`src/rtl/gray_arb_pkg.sv`:
```
// Shared types, default sizes and step-legality helper for the Gray decode arbiter.
package gray_arb_pkg;

  localparam int unsigned N_DEF    = 8;
  localparam int unsigned NREQ_DEF = 4;
  localparam int unsigned IDW_DEF  = $clog2(NREQ_DEF);
  // Widest word the step checker handles; words are zero-extended to this.
  localparam int unsigned STEP_W   = 32;

  typedef struct packed {
    logic [N_DEF-1:0]   bin;
    logic [IDW_DEF-1:0] id;
    logic               err;
  } out_rec_t;

  // Legal when unseen, or the modulo-2^w distance from last is 0, +1 or -1.
  function automatic logic step_legal(input logic [STEP_W-1:0] bin,
                                      input logic [STEP_W-1:0] last,
                                      input logic              seen,
                                      input int unsigned       w);
    logic [STEP_W-1:0] mask;
    logic [STEP_W-1:0] d;
    mask = (w >= STEP_W) ? '1 : ((STEP_W'(1) << w) - STEP_W'(1));
    d    = (bin - last) & mask;
    return !seen || (d == '0) || (d == STEP_W'(1)) || (d == mask);
  endfunction

endpackage

```
`src/rtl/gray_decode_arbiter_g2b.sv`:
```
// Combinational N-bit Gray-to-binary converter.
module gray_decode_arbiter_g2b #(
  parameter int unsigned N = 8
) (
  input  logic [N-1:0] gray,
  output logic [N-1:0] bin
);

  // Each binary bit is the XOR of all Gray bits at or above it.
  always_comb begin
    bin = '0;
    for (int unsigned i = 0; i < N; i++) begin
      bin[i] = ^(gray >> i);
    end
  end

endmodule

```
`src/rtl/gray_decode_arbiter.sv`:
```
// Round-robin arbiter sharing one Gray decoder, with per-requester step checking.
module gray_decode_arbiter
  import gray_arb_pkg::*;
#(
  parameter  int unsigned N    = N_DEF,
  parameter  int unsigned NREQ = NREQ_DEF,
  localparam int unsigned IDW  = $clog2(NREQ)
) (
  input  logic              clk,
  input  logic              rst_n,
  input  logic [NREQ-1:0]   req_valid,
  output logic [NREQ-1:0]   req_ready,
  input  logic [NREQ*N-1:0] req_gray,
  output logic              out_valid,
  input  logic              out_ready,
  output logic [N-1:0]      out_bin,
  output logic [IDW-1:0]    out_id,
  output logic              out_step_err,
  output logic              err_sticky,
  input  logic              err_clr
);

  typedef struct packed {
    logic [N-1:0]   bin;
    logic [IDW-1:0] id;
    logic           err;
  } rec_t;

  rec_t            out_q;
  logic [IDW-1:0]  ptr_q;
  logic [N-1:0]    last_q [NREQ];
  logic [NREQ-1:0] seen_q;

  logic            gnt_found;
  logic [IDW-1:0]  gnt_id;
  logic            slot_free;
  logic            xfer;
  logic [N-1:0]    gray_sel;
  logic [N-1:0]    bin_c;
  logic            step_err_c;
  int unsigned     idx;

  // First valid requester at or after the pointer, wrapping modulo NREQ.
  always_comb begin
    gnt_found = 1'b0;
    gnt_id    = '0;
    idx       = 0;
    for (int unsigned k = 0; k < NREQ; k++) begin
      idx = (32'(ptr_q) + k) % NREQ;
      if (!gnt_found && req_valid[IDW'(idx)]) begin
        gnt_found = 1'b1;
        gnt_id    = IDW'(idx);
      end
    end
  end

  assign slot_free = !out_valid || out_ready;
  assign xfer      = rst_n && gnt_found && slot_free;

  always_comb begin
    req_ready = '0;
    if (xfer) req_ready[gnt_id] = 1'b1;
  end

  assign gray_sel = req_gray[32'(gnt_id) * N +: N];

  gray_decode_arbiter_g2b #(.N(N)) u_g2b (
    .gray (gray_sel),
    .bin  (bin_c)
  );

  assign step_err_c = !step_legal(STEP_W'(bin_c), STEP_W'(last_q[gnt_id]),
                                  seen_q[gnt_id], N);

  // Output stage, pointer and per-requester history.
  always_ff @(posedge clk) begin
    if (!rst_n) begin
      out_valid  <= 1'b0;
      out_q      <= '0;
      ptr_q      <= '0;
      seen_q     <= '0;
      err_sticky <= 1'b0;
      for (int unsigned i = 0; i < NREQ; i++) last_q[i] <= '0;
    end else begin
      if (xfer) begin
        out_valid      <= 1'b1;
        out_q.bin      <= bin_c;
        out_q.id       <= gnt_id;
        out_q.err      <= step_err_c;
        ptr_q          <= IDW'((32'(gnt_id) + 1) % NREQ);
        last_q[gnt_id] <= bin_c;
        seen_q[gnt_id] <= 1'b1;
      end else if (out_ready) begin
        out_valid <= 1'b0;
      end
      // A draining error word takes priority over a clear in the same cycle.
      if (out_valid && out_ready && out_q.err) err_sticky <= 1'b1;
      else if (err_clr)                        err_sticky <= 1'b0;
    end
  end

  assign out_bin      = out_q.bin;
  assign out_id       = out_q.id;
  assign out_step_err = out_q.err;

endmodule
```
`config.mk`:
```
export PLATFORM = sky130hd
export DESIGN_NAME = gray_decode_arbiter
export DESIGN_NICKNAME = d
export VERILOG_FILES = /design/src/rtl/gray_arb_pkg.sv /design/src/rtl/gray_decode_arbiter_g2b.sv /design/src/rtl/gray_decode_arbiter.sv
export SDC_FILE = /design/constraint.sdc
export NUM_CORES = 1
export LEC_CHECK = 0
export ABC_AREA = 1
export CAP_MARGIN = 20
export CORE_MARGIN = 3
export CORE_UTILIZATION = 50
export CTS_CLUSTER_SIZE = 20
export DETAILED_ROUTE_END_ITERATION = 10
export PLACE_DENSITY = 0.76
export SYNTH_ARGS = -nofsm -noshare
export SYNTH_HDL_FRONTEND = slang
export SYNTH_SLANG_ARGS = --single-unit
```
`constraint.sdc`:
```
create_clock -name clk -period 6.7 [get_ports clk]
set_input_delay 1.005 -clock clk [delete_from_list [all_inputs] [get_ports clk]]
set_output_delay 1.005 -clock clk [all_outputs]
set_load 0.005 [all_outputs]
```
==> impl_metrics.tcl, run 1 <==
set metrics [dict create \
    status "finished clean" \
    drc 0 \
    cp_slowest_cell "inv_2" \
    drive_gt1_frac 0.0925 \
    vias 3104 \
    syn2layout_area_growth_pct 19.8 \
    rows 29 \
    synth_area_mm2 0.00347 \
    yosys-top-cells-area "edfxtp_1 (28%), nand2_1 (15%), dfxtp_1 (11%)" \
    cts_resized 0 \
    synth.avg_cell_area_um2 7.59 \
    final.fill_count 585 \
    wl_per_cell_um 14.8 \
    cp.arrival_ps 5620 \
    min_path_cells 2 \
    synth_top_area_cell "edfxtp_1" \
    grt_max_degree 30 \
    synth_cells 457 \
    vias_per_cell 5.31 \
    cts_buffer_depth 2 \
    slew_headroom 0.357 \
    synth_fp_nets 509 \
    maxSlewViolCount 0 \
    ant_nets 0 \
    final_nets 559 \
    io_buffers 56 \
    grt_pass1_vias 3015 \
    cts.clk_slew.worst_paths_ps 90 \
    layoutNonFillerInstCount 585 \
    cts_hold_buffers 0 \
    track_usage 0.230 \
    cts_tree "done" \
    period_needed_ps 5430 \
    cts_made_buffers 5 \
    hp-class "register to register" \
    dr.pass1.iters 4 \
    clkLatencyLatePin_ps 310 \
    critPathMaxFanout 29 \
    hold_viol 0 \
    fmax_mhz 184 \
    skew_ps 9.35 \
    dp_cells 577 \
    synth_cell_types 42 \
    hpwl_mm 6.43 \
    coreArea_mm2 0.00653 \
    drt_wl_total_mm 8.67 \
    die_area_mm2 0.00797 \
    chipWidth_um 89.3 \
    cts_setup_buffers 0 \
    dr.first_iter.drc_count 153 \
    crit_path_start_kind "primary input" \
    htree_num_levels 2 \
    ys_warn_count 0 \
    end_kind "register" \
    critPathKind "primary input to register" \
    worstPathRequired_ps 6890 \
    num_io_pins 57 \
    cts-root-buf "clkbuf_8" \
    n_antenna_cell 0 \
    place_congestion 0.848 \
    cts.sinks 51 \
    worstRegToRegCells 29 \
    antenna_found_initial 0 \
    crit_top_cell "nand2_1" \
    synth_top_area_frac 0.277 \
    overflow 0 \
    fin_setup_tns_ps 0 \
    cpPeakStageDelay_ps 450 \
    max-cap-violations 0 \
    die_h_um 89.3 \
    final_util 0.636 \
    fin_crit_sh 0.811 \
    rsz0062_at_grt "no" \
    worst_slew_pin_slew_ps 965 \
    finalSetupViolCount 0 \
    synth_seq_cells 51 \
    ys_seq_area_frac 0.387 \
    initial_core_util 0.531 \
    grt_pass1_wl_mm 13.9 \
]
worst max-delay path, delay by kind of cell:
kind	cells	cell delay [ps]
xor+xnor	3	770
compound gates	5	780
buf+inv	4	1030
fa+ha+maj	1	270
simple gates	16	1760
per-layer routing:
metal  track usage  share of wire
met1         0.289           0.43
met2         0.390           0.48
met3        0.0406          0.052
met4        0.0920          0.031
met5             0              0
area by class of cell:
| type | instances | area [um^2] | share of cell area |
|---|---|---|---|
| well taps | 77 | 96.3 | 0.0232 |
| flip-flops and latches | 51 | 1340 | 0.323 |
| clock inverters | 1 | 5.00 | 0.00120 |
| repair buffers | 57 | 568 | 0.137 |
| clock buffers | 7 | 108 | 0.0259 |
| inverters | 60 | 228 | 0.0548 |
| multi-input cells | 332 | 1810 | 0.436 |
cell families after synthesis:
kind of cell | Yosys count | share of synthesized area
AND/OR/NAND/NOR | 251 | 0.326
buffers and inverters | 74 | 0.0913
AO/OA/AOI/OAI | 53 | 0.0924
flip-flops | 51 | 0.387
XOR/XNOR | 16 | 0.0577
adder cells (fa/ha/maj) | 12 | 0.0455
stage by stage:
step	hold WS, ps	cell area, um^2	worst slack, ps
floorplan	435	3470	2220
global placement	447	4040	1130
detailed placement	449	4040	974
CTS	463	4160	1280
global route	482	4160	740
finish	464	4160	1270
path summary, 6_finish.rpt:
path / endpoint / startpoint / slack (ps)
max: out_step_err / req_valid[3] / 1270
min: seen_q[3] / seen_q[3] / 460
max reg2reg: out_step_err / ptr_q[0] / 1690
min reg2reg: seen_q[3] / seen_q[3] / 460
cells in the mapped netlist (all sizes together):
cell    number
nor2        47
a21oi       25
and2         1
edfxtp      32
nand4        2
or2          2
xor2         9
fa           1
dfxtp       19
nand3b       4
o21a         3
nand3       34
clkbuf       3
nand2      159
a31oi        1
clkinv       2
nor3b        1
a32o         4
a32oi        1
ha          11
nor3         1
buf         11
inv         58
o21ai       11
a22oi        1
o21bai       1
o22ai        1
xnor2        7
o211ai       5
registers in the layout, indices dropped and copies added, names as in the netlist:
name          cells
out_id            2
out_step_err      1
seen_q            4
out_valid         1
last_q           32
ptr_q             2
err_sticky        1
out_bin           8
cell usage in the layout (no fill, tap or decap), drive strengths merged, types with 2 or more instances in the layout:
master / instances
nand2: 159
inv: 58
clkdlybuf4s50: 56
nor2: 47
nand3: 34
edfxtp: 32
a21oi: 25
dfxtp: 19
ha: 11
o21ai: 11
xor2: 9
clkbuf: 7
xnor2: 7
o211ai: 5
nand3b: 4
a32o: 4
o21a: 3
clkinv: 3
nand4: 2
or2: 2
Power of run 1 is not shown: default switching activity piles up to over one toggle a cycle in this logic, so the estimate is an artifact.
==> inputs of run 2 (changes only) <==
Settings changed: CORE_UTILIZATION 50 to 49, PLACE_DENSITY 0.76 to 0.77.
Clock period 6.7 ns to 4.5 ns, I/O delays scaled along.
==> run 2 against run 1 <==
Net effect:
- first-iteration DRC count is 37% higher
- global-route usage shrank 1.3 points
- die area grew 1.9%
- critical path type unchanged
- highest routed layer unchanged
==> impl_metrics.tcl, run 2 (synthesis results as in run 1) <==
set metrics [dict create \
    period_needed_ps 4150 \
    antenna_found_initial 0 \
    end_kind "register" \
    cp_slowest_cell "fa_2" \
    htree_num_levels 2 \
    hp-class "register to register" \
    status "finished clean" \
    max-cap-violations 0 \
    dr.pass1.iters 4 \
    layoutNonFillerInstCount 649 \
    worstPathRequired_ps 4680 \
    syn2layout_area_growth_pct 33.7 \
    final_common_cell "nand2_1" \
    clkLatencyLatePin_ps 300 \
    cts-root-buf "clkbuf_8" \
    vias 3255 \
    die_area_mm2 0.00812 \
    fin_crit_sh 0.922 \
    hpwl_mm 6.89 \
    overflow 0 \
    cpPeakStageDelay_ps 350 \
    ant_nets 0 \
    worst_slew_pin_slew_ps 451 \
    hold_viol 0 \
    cts.clk_slew.worst_paths_ps 90 \
    cts_tree "done" \
    chipWidth_um 90.1 \
    vias_per_cell 5.02 \
    drive_gt1_frac 0.212 \
    io_buffers 56 \
    skew_ps 4.58 \
    rsz0062_at_grt "no" \
    cp_top_family "simple AND/OR/NAND/NOR gates" \
    n_antenna_cell 0 \
    place_congestion 0.853 \
    cts.sinks 51 \
    rows 30 \
    coreArea_mm2 0.00683 \
    maxSlewViolCount 0 \
    finalSetupViolCount 0 \
    dp_cells 637 \
    slew_headroom 0.699 \
    dr.first_iter.drc_count 210 \
    pre_cts_ws_ps -411 \
    path_buf_inv 5 \
    initial_core_util 0.508 \
    crit_path_start_kind "primary input" \
    grt_max_degree 25 \
    drt_wl_total_mm 8.80 \
    cts_hold_buffers 0 \
    layout_common_cells "nand2_1 (132), clkdlybuf4s50_1 (52), inv_1 (46), buf_4 (45), nor2_1 (43)" \
    critPathKind "primary input to register" \
    fmax_mhz 241 \
    grt_pass1_wl_mm 14.3 \
    num_io_pins 57 \
    whs_ps 473 \
    final_nets 604 \
    drc 0 \
    cp.arrival_ps 4330 \
    largest_reg_flops 32 \
    critPathMaxFanout 7 \
    timing.final.ws_setup_ps 351 \
    die_h_um 90.1 \
    cts_buffer_depth 2 \
    cts_made_buffers 5 \
    wl_per_cell_um 13.6 \
    grt_pass1_vias 3163 \
    regMostFlops "last_q" \
    track_usage 0.216 \
]
-- run 2: cell count changes in the layout (fill, tap and decap cells not counted), moves of 5 or more --
cell     change
nand2_1     -10
buf_4       +44
inv_2        +5
inv_1        -6
nand2_2     +10
-- run 2: routing by layer --
layer | part of all wire | vias up | wire length, um | GRT usage
met1 | 0.41 | 1508 | 3620 | 0.266
li1 | - | 1645 | - | -
met2 | 0.52 | 84 | 4540 | 0.385
met5 | 0 | - | 0 | 0
met4 | 0.018 | 0 | 160 | 0.0612
met3 | 0.055 | 18 | 481 | 0.0402
-- run 2: timing repair --
action | 4_1_cts | 5_1_grt
gates resized for setup | 3 | 34
endpoints found under the setup margin | 1 | 1
setup buffers | 0 | 4
pin swaps | 0 | 21
cloned | 0 | 0
-- run 2: path summary, 6_finish.rpt --
path              depth (start not counted)         start      endpoint  slack (ps)
hold / removal                            2    out_bin[2]    out_bin[2]         470
setup / recovery                         33  req_valid[0]  out_step_err         350
hold reg to reg                           2    out_bin[2]    out_bin[2]         470
setup reg to reg                         33      ptr_q[0]  out_step_err         350
-- run 2: tightest hold or removal path, stage by stage (launching register included) --
cell     delay, ps
dfxtp_1        310
nand2_1         60
a21oi_1         60
-- run 2: area by class of cell --
| class | instances | area, um^2 |
|---|---|---|
| clock buffer | 5 | 68.8 |
| clock inverter | 3 | 38.8 |
| fill | 571 | 2190 |
| inverter | 60 | 230 |
| multi-input combinational | 332 | 1910 |
| sequential | 51 | 1340 |
| tap | 96 | 120 |
| timing repair buffer | 102 | 928 |
-- run 2: stage by stage --
stage | util | TNS [ps] | instance area, um^2
3_5_place_dp | 0.642 | -411 | 4390
4_1_cts | 0.659 | 0 | 4500
5_1_grt | 0.679 | 0 | 4640
2_1_floorplan | - | 0 | 3470
6_report | 0.679 | 0 | 4640
3_3_place_gp | 0.642 | -192 | 4390
Power of run 2 is left out for the same reason.
==> RTL edit, RTL diff (flow settings as in run 2) <==
Reset style: asynchronous (`rst_n`), changed in one clocked block.
--- a/src/rtl/gray_decode_arbiter.sv
+++ b/src/rtl/gray_decode_arbiter.sv
@@ -74,5 +74,5 @@
 
   // Output stage, pointer and per-requester history.
-  always_ff @(posedge clk) begin
+  always_ff @(posedge clk or negedge rst_n) begin
     if (!rst_n) begin
       out_valid  <= 1'b0;
Check against the original RTL: differs if rst_n is asserted again (counterexample within 4 cycles, from zero or initial values and one cycle with rst_n low); with rst_n held inactive, the same outputs for 4 cycles.
==> RTL edit against run 2 <==
  * Maximum frequency shrank 4.1%
  * Final area is 3.5% higher
  * Synthesized area grew 1.9%
  * Wire length up 13%
  * Clock skew rose by 0.0011 ns
  * Critical path type is now register to register
  * First-iteration DRC count is 13% higher
  * Critical path depth unchanged
  * Sequential share of layout area is 2.3 points lower
  * Via count grew 10%
  * Worst hold slack worse by 0.0098 ns
  * Worst setup slack got worse by 0.18 ns
  * Sequential cell count stayed put
Power is left out: the tool's default activity adds up to more than one toggle a clock period on the data nets, which glitch-free logic cannot reach.
==> RTL edit: results (changes against run 2) <==
Parameter                              Value

Synth
  Post-synth ARST share ... 100% (+100 points)
  Synthesized-area fraction occupied by ao, oa, aoi and oai cells ... 9.88% (+0.64 points)
  Commonest cells in the netlist ... 197 x sky130_fd_sc_hd__nand2_1, 51 x sky130_fd_sc_hd__dfrtp_1, 50 x sky130_fd_sc_hd__inv_1
  Leading post-synthesis cells by cell area ... sky130_fd_sc_hd__dfrtp_1 36%, sky130_fd_sc_hd__nand2_1 21%, sky130_fd_sc_hd__o21ai_0 5.7%
  Count of mapped cells out of synthesis ... 507 (+11%)
  Adder-cell area share of the yosys netlist ... 4.46% (-0.085 points)
  Syn nets ... 559 (+9.8%)
  Number of different library cells in the post-synthesis netlist ... 40 (-4.8%)
  Most used flip-flop cell after synthesis ... sky130_fd_sc_hd__dfrtp_1
  Portion of the post-synthesis area used by sequential elements ... 36.1% (-2.6 points)

STA
  Worst hold-check slack ... 0.463 ns (-0.00981 ns)
  Slew headroom ... 56.5% (-13 points)
  Clock Skew ... 0.00567 ns (+0.00110 ns)
  Clock period minus final worst setup slack ... 4.33 ns (+0.178 ns)

GRT
  All-Layer GR Usage ... 22.6% (+1.0 points)
  First-pass GRT wire length ... 15400 um (+7.3%)
  Vias in the first global route ... 3198 (+1.1%)

Finish
  FILL cells ... 575 (+0.70%)
  Fin nets ... 651 (+7.8%)
  Share of final-layout standard cells stronger than drive strength 1 ... 22.5% (+1.3 points)

Setup path
  Slowest library cell on the worst path ... sky130_fd_sc_hd__dfrtp_2
  R2R setup slack ... 0.17 ns (-0.18 ns)
  R2r endpoint ... out_step_err
  Crit path arrival time ... 4.54 ns (+0.21 ns)
  Worst reg2reg startpoint ... ptr_q[0]
  Critical Path Max Stage Delay ... 0.47 ns (+0.12 ns)

Min path
  Worst hold path endpoint ... seen_q[0]

Status
  Run status ... finished, final reports clean

Drt
  Overall routed net length ... 9910 um (+13%)
  1st-iter DRT viols ... 238 (+13%)
  Post-DR vias/cell ... 5.15 (+2.7%)

Place
  Half-perimeter wire length after placement ... 6850 um (-0.67%)
  Placer's final routability congestion estimate ... 0.880 (+3.1%)
  Minimum setup slack after placement ... -0.418 ns (-0.00738 ns)
  Placed Instances ... 680 (+6.8%)
RTL edit: changes by cell type after synthesis, moves of 7 or more:
cell,change
sky130_fd_sc_hd__or2_2,+8
sky130_fd_sc_hd__nand2_1,+55
sky130_fd_sc_hd__nor2_1,-28
sky130_fd_sc_hd__nand3_1,+10
sky130_fd_sc_hd__a21oi_1,-19
sky130_fd_sc_hd__edfxtp_1,-32
sky130_fd_sc_hd__dfxtp_1,-19
sky130_fd_sc_hd__dfrtp_1,+51
sky130_fd_sc_hd__o21ai_1,+7
sky130_fd_sc_hd__o21ai_0,+30
RTL edit: worst max-delay path by stage:
stage | from | to | cells past startpoint
finish | ptr_q[0] | out_step_err | 33
floorplan | req_valid[1] | out_step_err | 33
global route | ptr_q[1] | out_step_err | 33
global placement | req_valid[3] | out_step_err | 28
detailed placement | req_valid[1] | out_step_err | 30
CTS | req_valid[1] | out_step_err | 29
RTL edit: through the flow:
step	cell area, um2	setup TNS (ns)
after floorplan	3530	0
after global placement	4430	-0.172
after detailed placement	4430	-0.418
after CTS	4540	0
after global routing	4800	-0.107
final	4800	0
RTL edit: cell type report:
type,count,area (um2),area share (%)
Clock inverter,2,38.8,0.808
Multi-Input combinational cell,383,2090,43.5
Clock buffer,6,72.6,1.51
Timing Repair Buffer,103,991,20.6
Inverter,55,211,4.41
Sequential cell,51,1280,26.6
Tap cell,96,120,2.50
RTL edit: worst reg2reg max path, delay by kind of cell, from the launching register on:
family	cells	cell delay (ns)
xor+xnor	1	0.21
compound gates	1	0.16
fa+ha+maj	2	0.54
flops	1	0.47
buf+inv	5	0.56
simple gates	24	2.31
RTL edit: per-layer routing:
metal  up-vias  part of all wire, %  GRT usage, %
met3        11                  6.7          5.47
met1      1656                   45          31.8
met2       136                   47          36.2
met5         -                    0             0
li1       1781                    -             -
met4         0                 0.98          3.39
